## config.mk

```make
export PLATFORM = sky130hd
export DESIGN_NAME = uart_upgrade_loader
export DESIGN_NICKNAME = d
export VERILOG_FILES = /design/src/rtl/uart_upgrade_loader.sv
export SDC_FILE = /design/constraint.sdc
export NUM_CORES = 1
export LEC_CHECK = 0
export CORE_MARGIN = 8
export CORE_UTILIZATION = 45
export DETAILED_ROUTE_END_ITERATION = 10
export PLACE_DENSITY = 0.81
export SLEW_MARGIN = 20
export SYNTH_ARGS = -nofsm -noshare
export SYNTH_HDL_FRONTEND = slang
export SYNTH_SLANG_ARGS = --single-unit
```

## constraint.sdc

```tcl
create_clock -name clk -period 3.29 [get_ports clk]
set_clock_uncertainty 0.1 [all_clocks]
set_input_delay 0.658 -clock clk [delete_from_list [all_inputs] [get_ports clk]]
set_output_delay 0.658 -clock clk [all_outputs]
set_load 0.02 [all_outputs]
```

## src/rtl/uart_upgrade_loader.sv

```systemverilog
// Boot-time image loader: assembles UART bytes into little-endian 32-bit words,
// writes them to RAM from address 0 and holds the CPU in reset until finished.
module uart_upgrade_loader #(
    parameter logic [15:0] RAM_SIZE    = 16'h4000,
    parameter int          XLEN        = 32,
    parameter logic [19:0] TIMEOUT_CYC = 20'd1000000
) (
    input  logic                            clk,
    input  logic                            rst,
    input  logic                            sw_uart_upgrade_b,
    input  logic                            rx_valid,
    input  logic [7:0]                      rx_data,
    output logic                            ram_we,
    output logic [$clog2(RAM_SIZE/4)-1:0]   ram_addr,
    output logic [XLEN-1:0]                 ram_wdata,
    output logic                            cpu_hold,
    output logic                            done,
    output logic                            err,
    output logic [15:0]                     byte_cnt
);

    localparam int AW = $clog2(RAM_SIZE/4);

    typedef enum logic [2:0] {
        IDLE,
        LOAD,
        WRITE,
        DONE,
        ERROR
    } state_t;

    state_t          state;
    state_t          state_nxt;
    logic [XLEN-1:0] word_buf;
    logic [19:0]     to_cnt;
    logic            full;
    logic            accept;
    logic            counting;
    logic            to_hit;

    // A byte arriving during WRITE is taken as lane 0 of the next word, unless the image is complete.
    assign full     = (byte_cnt == RAM_SIZE);
    assign accept   = rx_valid && ((state == LOAD) || ((state == WRITE) && !full));
    assign counting = ((state == LOAD) || (state == WRITE)) && (byte_cnt != 16'd0);
    // Fire on the edge where the counter would reach TIMEOUT_CYC, so err rises exactly TIMEOUT_CYC cycles after the last byte.
    assign to_hit   = counting && !accept && (({1'b0, to_cnt} + 21'd1) >= {1'b0, TIMEOUT_CYC});

    always_ff @(posedge clk) begin
        if (rst) begin
            state <= IDLE;
        end else begin
            state <= state_nxt;
        end
    end

    always_comb begin
        state_nxt = state;
        ram_we    = 1'b0;
        ram_addr  = '0;
        ram_wdata = '0;
        cpu_hold  = 1'b1;
        done      = 1'b0;
        err       = 1'b0;

        case (state)
            IDLE: begin
                state_nxt = sw_uart_upgrade_b ? DONE : LOAD;
            end
            LOAD: begin
                if (to_hit) begin
                    state_nxt = ERROR;
                end else if (accept && (byte_cnt[1:0] == 2'd3)) begin
                    state_nxt = WRITE;
                end
            end
            WRITE: begin
                if (to_hit) begin
                    state_nxt = ERROR;
                end else if (full) begin
                    state_nxt = DONE;
                end else begin
                    state_nxt = LOAD;
                end
            end
            DONE:    state_nxt = DONE;
            ERROR:   state_nxt = ERROR;
            default: state_nxt = IDLE;
        endcase

        // Outputs are forced to their reset values for as long as rst is held.
        if (!rst) begin
            case (state)
                WRITE: begin
                    ram_we    = 1'b1;
                    ram_addr  = AW'((byte_cnt - 16'd1) >> 2);
                    ram_wdata = word_buf;
                end
                DONE: begin
                    cpu_hold = 1'b0;
                    done     = 1'b1;
                end
                ERROR: begin
                    err = 1'b1;
                end
                default: ;
            endcase
        end
    end

    always_ff @(posedge clk) begin
        if (rst) begin
            byte_cnt <= 16'd0;
            word_buf <= '0;
            to_cnt   <= 20'd0;
        end else if (accept) begin
            word_buf[{byte_cnt[1:0], 3'b000} +: 8] <= rx_data;
            byte_cnt <= byte_cnt + 16'd1;
            to_cnt   <= 20'd0;
        end else if (counting && (to_cnt != TIMEOUT_CYC)) begin
            to_cnt <= to_cnt + 20'd1;
        end
    end

endmodule
```

==> results.json <==
{
  "final_common_cell": "dfxtp_1",
  "switching_share_pct": 29.9,
  "cts_max_level": 3,
  "start_util_pct": 45.9,
  "final_core_util_pct": 57.6,
  "final_cell_mix": "dfxtp_1 (71), nand2_1 (62), nor2_1 (57)",
  "grt_first_pass_wirelength_um": 17900,
  "cts-root-buf": "clkbuf_8",
  "wl_per_cell_um": 15.5,
  "die_h_um": 110,
  "path_class": "primary input to output port",
  "cap_violations": 0,
  "p_per_area_nw_per_um2": 353,
  "synth_seq_cells": 71,
  "hp-start": "word_buf[2]$_SDFFE_PP0P_",
  "post-place-ws_ps": -122,
  "rr_worst_depth": 8,
  "synth_compound_gate_area_share_pct": 10.9,
  "hp-class": "flip-flop to flip-flop",
  "placed_area_um2": 4820,
  "cts_tree": "built",
  "cts_made_buffers": 9,
  "antenna_cells": 0,
  "cp_cell_sequence": "clkdlybuf4s50_1 > nor2_1 > nand2_1 > or2_2 > inv_1 > buf_12 > and2_1 > dlygate4sd2_1",
  "synth_edf_count": 0,
  "cp.arrival_ps": 2400,
  "synth.cell_area_um2": 3990,
  "hold_viol": 0,
  "grt-ovfl-total": 0,
  "final_cells": 703,
  "power_frac_clock_pct": 38.7,
  "cp_top_family": "buffers and inverters",
  "grt_pass1_vias": 3785,
  "synth_simple_gate_area_share_pct": 35.6,
  "clk_pin_slew_ps": 90,
  "yosysWarnings": 0,
  "tns_ps": 0,
  "io_pins": 76,
  "worstReg2RegEnd": "to_cnt[16]$_SDFFE_PP0P_",
  "p_int_mw": 1.24,
  "viasPerCell": 5.55,
  "crit_slowest_cell": "clkdlybuf4s50_1",
  "fin_crit_sh_pct": 95.9,
  "synth.distinct_cells": 48,
  "port_buffers": 75,
  "p_switching_uw": 528,
  "max_freq_mhz": 317,
  "rsz0062_at_grt": "no",
  "die_x_um": 110,
  "syn2layout_area_growth_pct": 25.3,
  "r2r_setup_slack_ps": 530,
  "globalplace.congestion": 0.893,
  "drtIter0Drc": 236,
  "slew_violations": 0,
  "netlist_top_cells_area": "dfxtp_1 (36%), xnor2_1 (6.1%), a21oi_1 (5.9%)",
  "antenna_found_initial": 0,
  "totalWireLength_um": 10900,
  "fp.dieArea_um2": 12100,
  "nNetsFinal": 610,
  "synthXorXnorAreaFrac_pct": 9.01,
  "critPathRequiredTime_ps": 2530,
  "worstHoldEndpoint": "word_buf[2]$_SDFFE_PP0P_",
  "layout-drive-gt1-share_pct": 7.90,
  "worstSkewPairLatency_ps": 360,
  "vias": 3901,
  "relSlewSlack_pct": 47.3,
  "synth_top_family_by_area": "simple AND/OR/NAND/NOR gates",
  "fin_area_um2": 5000,
  "clock_path_buffers": 2,
  "syn_nets": 547,
  "worstSetupEndpointType": "output port",
  "worst_pin_slew_ps": 785,
  "dpl.cell_count": 687,
  "cpPeakStageDelay_ps": 440,
  "syn_inst": 527,
  "num_rows": 34,
  "yosysSeqAreaShare_pct": 35.6,
  "p_total_mw": 1.76,
  "drc": 0,
  "fin_ws_ps": 134,
  "dr.pass1.iters": 4,
  "start_kind": "primary input",
  "whs_path_depth": 2,
  "synth_area_per_cell_um2": 7.57,
  "hpwl_um": 7690,
  "finalSetupViolations": 0,
  "ir_drop_v": 0.000240,
  "grt_max_degree": 50,
  "yosysTopAreaCell": "dfxtp_1",
  "path_max_fanout": 33,
  "ant_nets": 0,
  "crit_buf_inv": 4,
  "synth.area.mux_share_pct": 0.533,
  "reg2reg_from": "byte_cnt[0]$_SDFFE_PP0P_",
  "synthArstFlopShare_pct": 0,
  "p_leak_nw": 2.06,
  "track_usage_pct": 18.2,
  "seqPwrFrac_pct": 49.9,
  "yosys_most_used_dff": "dfxtp_1",
  "holdWs_ps": 350,
  "combPwrFrac_pct": 11.4,
  "core_um2": 8680,
  "cts_setup_buffers": 0,
  "synth_top_area_share_pct": 35.6,
  "cts.sinks": 71,
  "status": "finished clean",
  "synth-adder-area-share_pct": 2.51,
  "fin_crit_ps": 3160
}
## power groups by stage
stage	Combinational, mW	Clock, mW	Sequential [mW]
3_3_place_gp	0.194	0	0.899
2_1_floorplan	0.138	0	0.896
6_report	0.201	0.682	0.880
4_1_cts	0.200	0.685	0.879
5_1_grt	0.221	0.730	0.881
3_5_place_dp	0.198	0	0.899
## how the worst max path moves through the flow
stage / startpoint / end / slack [ps] / cells after the start
4_1_cts: rst / ram_addr[3] / 0.2 / 7
2_1_floorplan: byte_cnt[0]$_SDFFE_PP0P_ / to_cnt[16]$_SDFFE_PP0P_ / 360 / 11
5_1_grt: byte_cnt[0]$_SDFFE_PP0P_ / ram_addr[10] / 80 / 7
3_3_place_gp: rst / ram_wdata[3] / -70 / 8
3_5_place_dp: rst / ram_wdata[2] / -120 / 8
6_report: rst / ram_wdata[3] / 130 / 8
## cell type report
| type | instances | area, um2 |
|---|---|---|
| clock buffers | 9 | 124 |
| clock inverters | 7 | 62.6 |
| fillers | 832 | 3680 |
| inverters | 13 | 48.8 |
| well taps | 108 | 135 |
| multi-input cells | 404 | 2350 |
| flip-flops and latches | 71 | 1420 |
| repair buffers | 91 | 853 |
## cells by family after synthesis
kind of cell | count (synthesis)
simple gates | 279
compound gates | 74
mux | 2
fa+ha+maj | 8
xor+xnor | 41
flops | 71
buf+inv | 52
## worst register-to-register path, delay by kind of cell (launching register included)
kind                     cells  cell delay, ps
AO/OA/AOI/OAI                3             610
adder cells (fa/ha/maj)      1             200
flip-flops                   1             340
AND/OR/NAND/NOR              3            1300
buffers and inverters        1             150
## per-layer routing
layer | GRT usage [%] | share of wire (%) | vias to the layer above | wire (um)
li1 | - | - | 1916 | -
met1 | 22.5 | 43 | 1861 | 4660
met2 | 29.8 | 50 | 108 | 5420
met3 | 4.88 | 5.8 | 16 | 635
met4 | 6.47 | 1.5 | 0 | 168
met5 | 0 | 0 | - | 0
## sequential cells by signal, summed over array words and instances, names as in the netlist
signal	cells
byte_cnt	16
to_cnt	20
state	3
word_buf	32
## cell usage after synthesis, types with 3 or more instances
master and number:
a21o_1 3, a21oi_1 47, and2_1 36, and3_1 9, buf_2 5, buf_6 4, clkbuf_1 27, dfxtp_1 71
ha_1 8, inv_1 13, nand2_1 62, nand2b_1 6, nand3_1 45, nand4_1 14, nor2_1 57, nor2b_1 4
nor3_1 13, nor4_1 9, nor4b_1 3, o21ai_0 10, or2_2 4, or3_1 9, xnor2_1 28, xor2_1 13
## repair_timing
item	CTS	global route
cloned	0	0
pin swaps	0	0
resized for setup	41	7
endpoints found under the setup margin	38	7
hold buffers	0	0
No activity file was read; power rests on OpenSTA's default activity.
